File: src/rtl/param_piso_serializer.sv
// Purpose: parallel-in serial-out shifter; one accepted word becomes WIDTH serial bits.
// Latency: first bit appears on out one cycle after the accepting edge.
// Backpressure: ready is high in IDLE, or on the last bit when shift_en=1; shift_en=0 stalls.
module param_piso_serializer #(
    parameter int   WIDTH      = 8,
    parameter int   MSB_FIRST  = 1,
    parameter logic IDLE_LEVEL = 1'b0
) (
    input  logic             clk,
    input  logic             rst_n,
    input  logic [WIDTH-1:0] in,
    input  logic             load,
    input  logic             shift_en,
    output logic             ready,
    output logic             out,
    output logic             out_valid,
    output logic             last,
    output logic             busy
);

    localparam int             CW       = (WIDTH > 1) ? $clog2(WIDTH) : 1;
    localparam logic [CW-1:0]  CNT_LAST = CW'(WIDTH - 1);

    typedef enum logic {
        IDLE  = 1'b0,
        SHIFT = 1'b1
    } state_t;

    state_t           state;
    logic [CW-1:0]    cnt;
    logic [WIDTH-1:0] sreg;
    logic             at_last;
    logic             head_bit;

    assign at_last  = (cnt == CNT_LAST);
    assign head_bit = (MSB_FIRST != 0) ? sreg[WIDTH-1] : sreg[0];

    // Handshake and serial outputs decoded directly from the registered state.
    assign ready     = (state == IDLE) || (at_last && shift_en);
    assign busy      = (state == SHIFT);
    assign out_valid = (state == SHIFT);
    assign last      = (state == SHIFT) && at_last;
    assign out       = (state == SHIFT) ? head_bit : IDLE_LEVEL;

    // Control FSM, bit counter and shift register; a stalled SHIFT holds everything.
    always_ff @(posedge clk) begin
        if (!rst_n) begin
            state <= IDLE;
            cnt   <= '0;
            sreg  <= '0;
        end else begin
            case (state)
                IDLE: begin
                    if (load) begin
                        sreg  <= in;
                        cnt   <= '0;
                        state <= SHIFT;
                    end
                end
                SHIFT: begin
                    if (shift_en) begin
                        if (!at_last) begin
                            if (MSB_FIRST != 0) begin
                                sreg <= {sreg[WIDTH-2:0], 1'b0};
                            end else begin
                                sreg <= {1'b0, sreg[WIDTH-1:1]};
                            end
                            cnt <= cnt + CW'(1);
                        end else if (load) begin
                            // Back-to-back word: the next word's first bit follows with no gap.
                            sreg  <= in;
                            cnt   <= '0;
                            state <= SHIFT;
                        end else begin
                            state <= IDLE;
                        end
                    end
                end
                default: begin
                    state <= IDLE;
                end
            endcase
        end
    end

endmodule

File: config.mk
export PLATFORM = sky130hd
export DESIGN_NAME = param_piso_serializer
export DESIGN_NICKNAME = d
export VERILOG_FILES = /design/src/rtl/param_piso_serializer.sv
export SDC_FILE = /design/constraint.sdc
export NUM_CORES = 1
export LEC_CHECK = 0
export ABC_AREA = 1
export BUFFER_PORTS_ARGS = -buffer_cell sky130_fd_sc_hd__buf_2
export CORE_MARGIN = 8
export CORE_UTILIZATION = 40
export DETAILED_ROUTE_END_ITERATION = 6
export PLACE_DENSITY = 0.64
export SKIP_CTS_REPAIR_TIMING = 1
export SLEW_MARGIN = 20
export SYNTH_ARGS = -nofsm -noshare
export SYNTH_HDL_FRONTEND = slang
export SYNTH_SLANG_ARGS = --single-unit
export TNS_END_PERCENT = 20
File: constraint.sdc
create_clock -name clk -period 1.6 [get_ports clk]
set_input_delay 0.32 -clock clk [delete_from_list [all_inputs] [get_ports clk]]
set_output_delay 0.32 -clock clk [all_outputs]
set_load 0.01 [all_outputs]
## After elaboration in Yosys (flattened, before gate mapping)

Index checks and enable logic that the tools add are counted.

| word-level totals | value |
|---|---|
| bits in writable memories | 0 |
| ROM bits | 0 |
| bits in latches | 0 |
| word-level logic and storage cells | 23 |
| output and inout bits | 5 |
| memories | 0 |
| register bits after elaboration | 12 |
| input bits | 12 |

| cells by class | value |
|---|---|
| muxes and demuxes | 13 |
| order comparisons | 0 |
| bitwise operators | 1 |
| multiply operators | 0 |
| shift operators | 0 |
| reduce and logical (&&, ||, !) cells | 3 |
| $add $sub $neg | 1 |
| equal/unequal tests | 2 |
| divide/modulo/power cells | 0 |

Operator list:

| operator | count |
|---|---|
| 8-bit two-way mux | 3 |
| 8-bit case mux with 2 select lines | 1 |
| 3-bit two-way mux | 3 |
| 3-bit case mux with 2 select lines | 1 |
| 1-bit two-way mux | 4 |
| 3-bit by 1-bit adder with 3-bit output (second input constant) | 1 |
| 3-bit == test (second input constant) | 1 |
| 1-bit logical AND | 2 |
| 2-bit inequality test (second input constant) | 1 |
| 1-bit case mux with 2 select lines | 1 |
| 1-bit logical OR | 1 |
| 1-bit inverter | 1 |

## Longest topological paths before layout

| logic depth | value |
|---|---|
| word-level depth | 4 |
| gate-level depth with buffers | 8 |
| depth with buffers taken out | 8 |

## Least setup slack after synthesis

Ideal clock, no wire load.

| path | value |
|---|---|
| path kind | register to register |
| start | register cnt[0] |
| end | register sreg[1] |
| library setup time | 0.113 ns |
| arrival | 1.152 ns |
| required time | 1.487 ns |
| path slack | 0.335 ns |
| cell stages (with the launch flop) | 9 |
| clock period less this slack | 1.265 ns |
| cell sequence | dfxtp_1 -> ha_1 -> ha_1 -> inv_1 -> nand2_4 -> nor2_4 -> nand2_1 -> nand3_1 -> nor2_1 |

| on the way | value |
|---|---|
| longest elaborated chain between the ends | 4 |

RTL lines:

| item | RTL line | source |
|---|---|---|
| from (decl) | 30 | `logic [CW-1:0] cnt;` |
| from (signal assigned) | 68 | `cnt <= cnt + CW'(1);` |
| 3-bit == test | 35 | `assign at_last = (cnt == CNT_LAST);` |
| 8-bit two-way mux | 62 | `if (!at_last) begin` |
| 8-bit two-way mux | 61 | `if (shift_en) begin` |
| 8-bit case mux with 2 select lines | 52 | `case (state)` |
| to (signal assigned) | 55 | `sreg <= in;` |
| to (signal assigned) | 64 | `sreg <= {sreg[WIDTH-2:0], 1'b0};` |
| to (signal assigned) | 66 | `sreg <= {1'b0, sreg[WIDTH-1:1]};` |
| to (decl) | 31 | `logic [WIDTH-1:0] sreg;` |

No other way between the ends. The select of a mux whose other input is x is not followed.
A chain may end at the register's enable or synchronous reset.

## Worst setup path in the final report

| path | value |
|---|---|
| start | register cnt[1] |
| end | output ready |

| on the way | value |
|---|---|
| longest elaborated chain between the ends | 3 |

RTL lines:

| item | RTL line | source |
|---|---|---|
| 3-bit == test | 35 |  |
| 1-bit logical AND | 39 | `assign ready = (state == IDLE) \|\| (at_last && shift_en);` |
| 1-bit logical OR | 39 |  |
| to (decl) | 14 | `output logic ready,` |

No other way between the ends.

==> results.md <==
* Drt wl/cell at 10.5 um
* Commonest non-fill, non-tap cells in the layout: 27 x nand2_1, 22 x nor2_1, 15 x buf_2
* RSZ-0062 raised after global routing: false
* Final clock skew at 0.000900 ns
* Crit path max-delay cell type: dfxtp_1
* Top-area cell type share of the netlist area at 35.4%
* VDD IR max at 501 uV
* Die Area at 3270 um2
* Initial antenna violation count at 0
* Commonest non-fill, non-tap cell in the layout: nand2_1
* CTS Buffer Depth at 2
* Gr ovfl total at 0
* PD cells at 860 nW/um2
* Max_cap viols at 0
* # port buffers at 16
* Largest net degree at the start of global routing at 12
* Root Driver: clkbuf_4
* Top Ports at 17
* Global-route wire length before repair at 2420 um
* Post-synthesis adder-cell area fraction at 5.52%
* Rel. slew slack at 71.6%
* Num rows at 15
* #FFs+latches synth at 12
* Status: completed
* Max Fclk at 652 MHz
* Antenna-violating nets left at 0
* Global Route Usage Sum at 9.09%
* Die W at 57.2 um
* Die Ht at 57.2 um
* Sequential area share after synthesis at 35.4%
* CTS tree: built
* Final min period at 1.53 ns
* Yosys top cell by area: dfxtp_1
* Routed via count at 640
* HPWL after DPL at 1040 um
* Largest family of logic cells by synthesized area: simple AND/OR/NAND/NOR gates
* Compound-Gate Fraction of Synth Area at 6.81%
* LEAKAGE at 0.420 nW
* Antenna cells at 0
* CP Capture Type: output pin
* Vias in the first global route at 583
* H-tree depth at 1
* Dominant cells by area after synthesis: dfxtp_1 35%, nand2_1 15%, nor2_1 12%
* Yosys warns at 0
* Fill cells at 179
* Via density at 4.60
* Startpoint types: register
* Crit-path cells: ha_4, ha_4, nand2_1, nand2_2, buf_6
* Dpl ws at 0.213 ns
* Most frequent CP cell: ha_4
* Setup CP Type: reg2out
* Slowest stage delay, CP at 0.34 ns
* First-pass detailed-route iteration total at 4
* Hold Violations, Final at 0
* Final setup TNS at 0 ns
* Fin nets at 138
* Post-Syn Area at 679 um2
* CP Max Fanout at 3
* Critical Path RT at 1.28 ns
* Setup violators final at 0
* Fin crit share at 95.8%
* Max-slew violation count at 0
* Core Region at 1650 um2
* Post-Synth XOR/XNOR Area at 0%
* Num CTS Buffers at 3
* Multiplexer share of the synthesized area at 0%
* Drt drc at 0
* Routability cong. at 0.744
* Measured slew at the worst slew-check pin at 0.426 ns
* Hold crit path type: in2reg
* Clock-pin slew on the worst setup and hold paths at 0.08 ns
* Layout overhead on the synthesized area at 22.8%
* Synth cell types at 20
* Routed WL at 1460 um
* Iteration-0 DRC Markers at 6
* Final worst-path setup slack at 0.0669 ns
* Mapped Cells at 104
* Avg Cell Area, Syn at 6.53 um2
* Clk_lat worst skew at 0.27 ns
* Simple-gate share of the synthesized area at 40.1%
* Arrival @ worst endpoint at 1.21 ns
* Initial Util at 41.1%
* Clk sinks at 12
* Syn_nets at 119
* Layout cells sized above 1 at 26.2%
## sequential cells by signal, indices dropped and copies added, names as in the netlist
register,cells
sreg,8
cnt,3
busy,1
## final cells by class
class	instances	area, um2	share of cell area (%)
clock buffers	4	36.3	4.35
inverters	16	60.1	7.20
multi-input cells	73	382	45.7
flip-flops and latches	12	241	28.9
well taps	17	21.3	2.55
repair buffers	17	93.8	11.2
## worst max-delay path: cells and delay by family, from the launching register on
kind,cells,cell delay (ns)
fa+ha+maj,2,0.34
buf+inv,1,0.14
flops,1,0.34
simple gates,2,0.12
## layer usage
metal,vias up,track usage [%],part of all wire [%]
li1,353,-,-
met1,271,11.0,49
met2,12,13.8,44
met3,4,2.88,4.5
met4,0,5.03,1.5
met5,-,0,0
## per-stage QoR
step	cells	total power [mW]	util (%)	instance area (um2)	hold WS, ns
detailed placement	135	0.471	46.4	766	0.461
floorplan	104	0.435	-	679	0.442
global placement	135	0.470	46.4	766	0.455
CTS	139	0.720	48.6	802	0.370
global route	139	0.757	50.5	835	0.384
finish	139	0.717	50.5	835	0.371
## where the power goes
group,internal (mW),total (mW),switching [mW]
sequential,0.322,0.341,0.0181
clock,0.138,0.250,0.112
combinational,0.0541,0.127,0.0729
total,0.515,0.717,0.203
## synth_stat cells, drive strengths merged
master	number
dfxtp	12
ha	3
nor2	24
nand2	29
nand3	7
nand4	2
and3	1
a21oi	4
inv	16
buf	2
clkbuf	1
o21ai	3
## logic make-up after synthesis
| family | count (synthesis) |
|---|---|
| flops | 12 |
| compound gates | 7 |
| fa+ha+maj | 3 |
| buf+inv | 19 |
| simple gates | 63 |
## final timing paths
path,start,endpoint,slack [ns],cells after the start
worst max-delay path,cnt[1],ready,0.07,5
worst min register to register,sreg[0],sreg[0],0.47,2
worst max register to register,cnt[1],sreg[2],0.29,7
worst min-delay path,in[6],sreg[6],0.37,5
No activity file was read; power rests on OpenSTA's default activity.
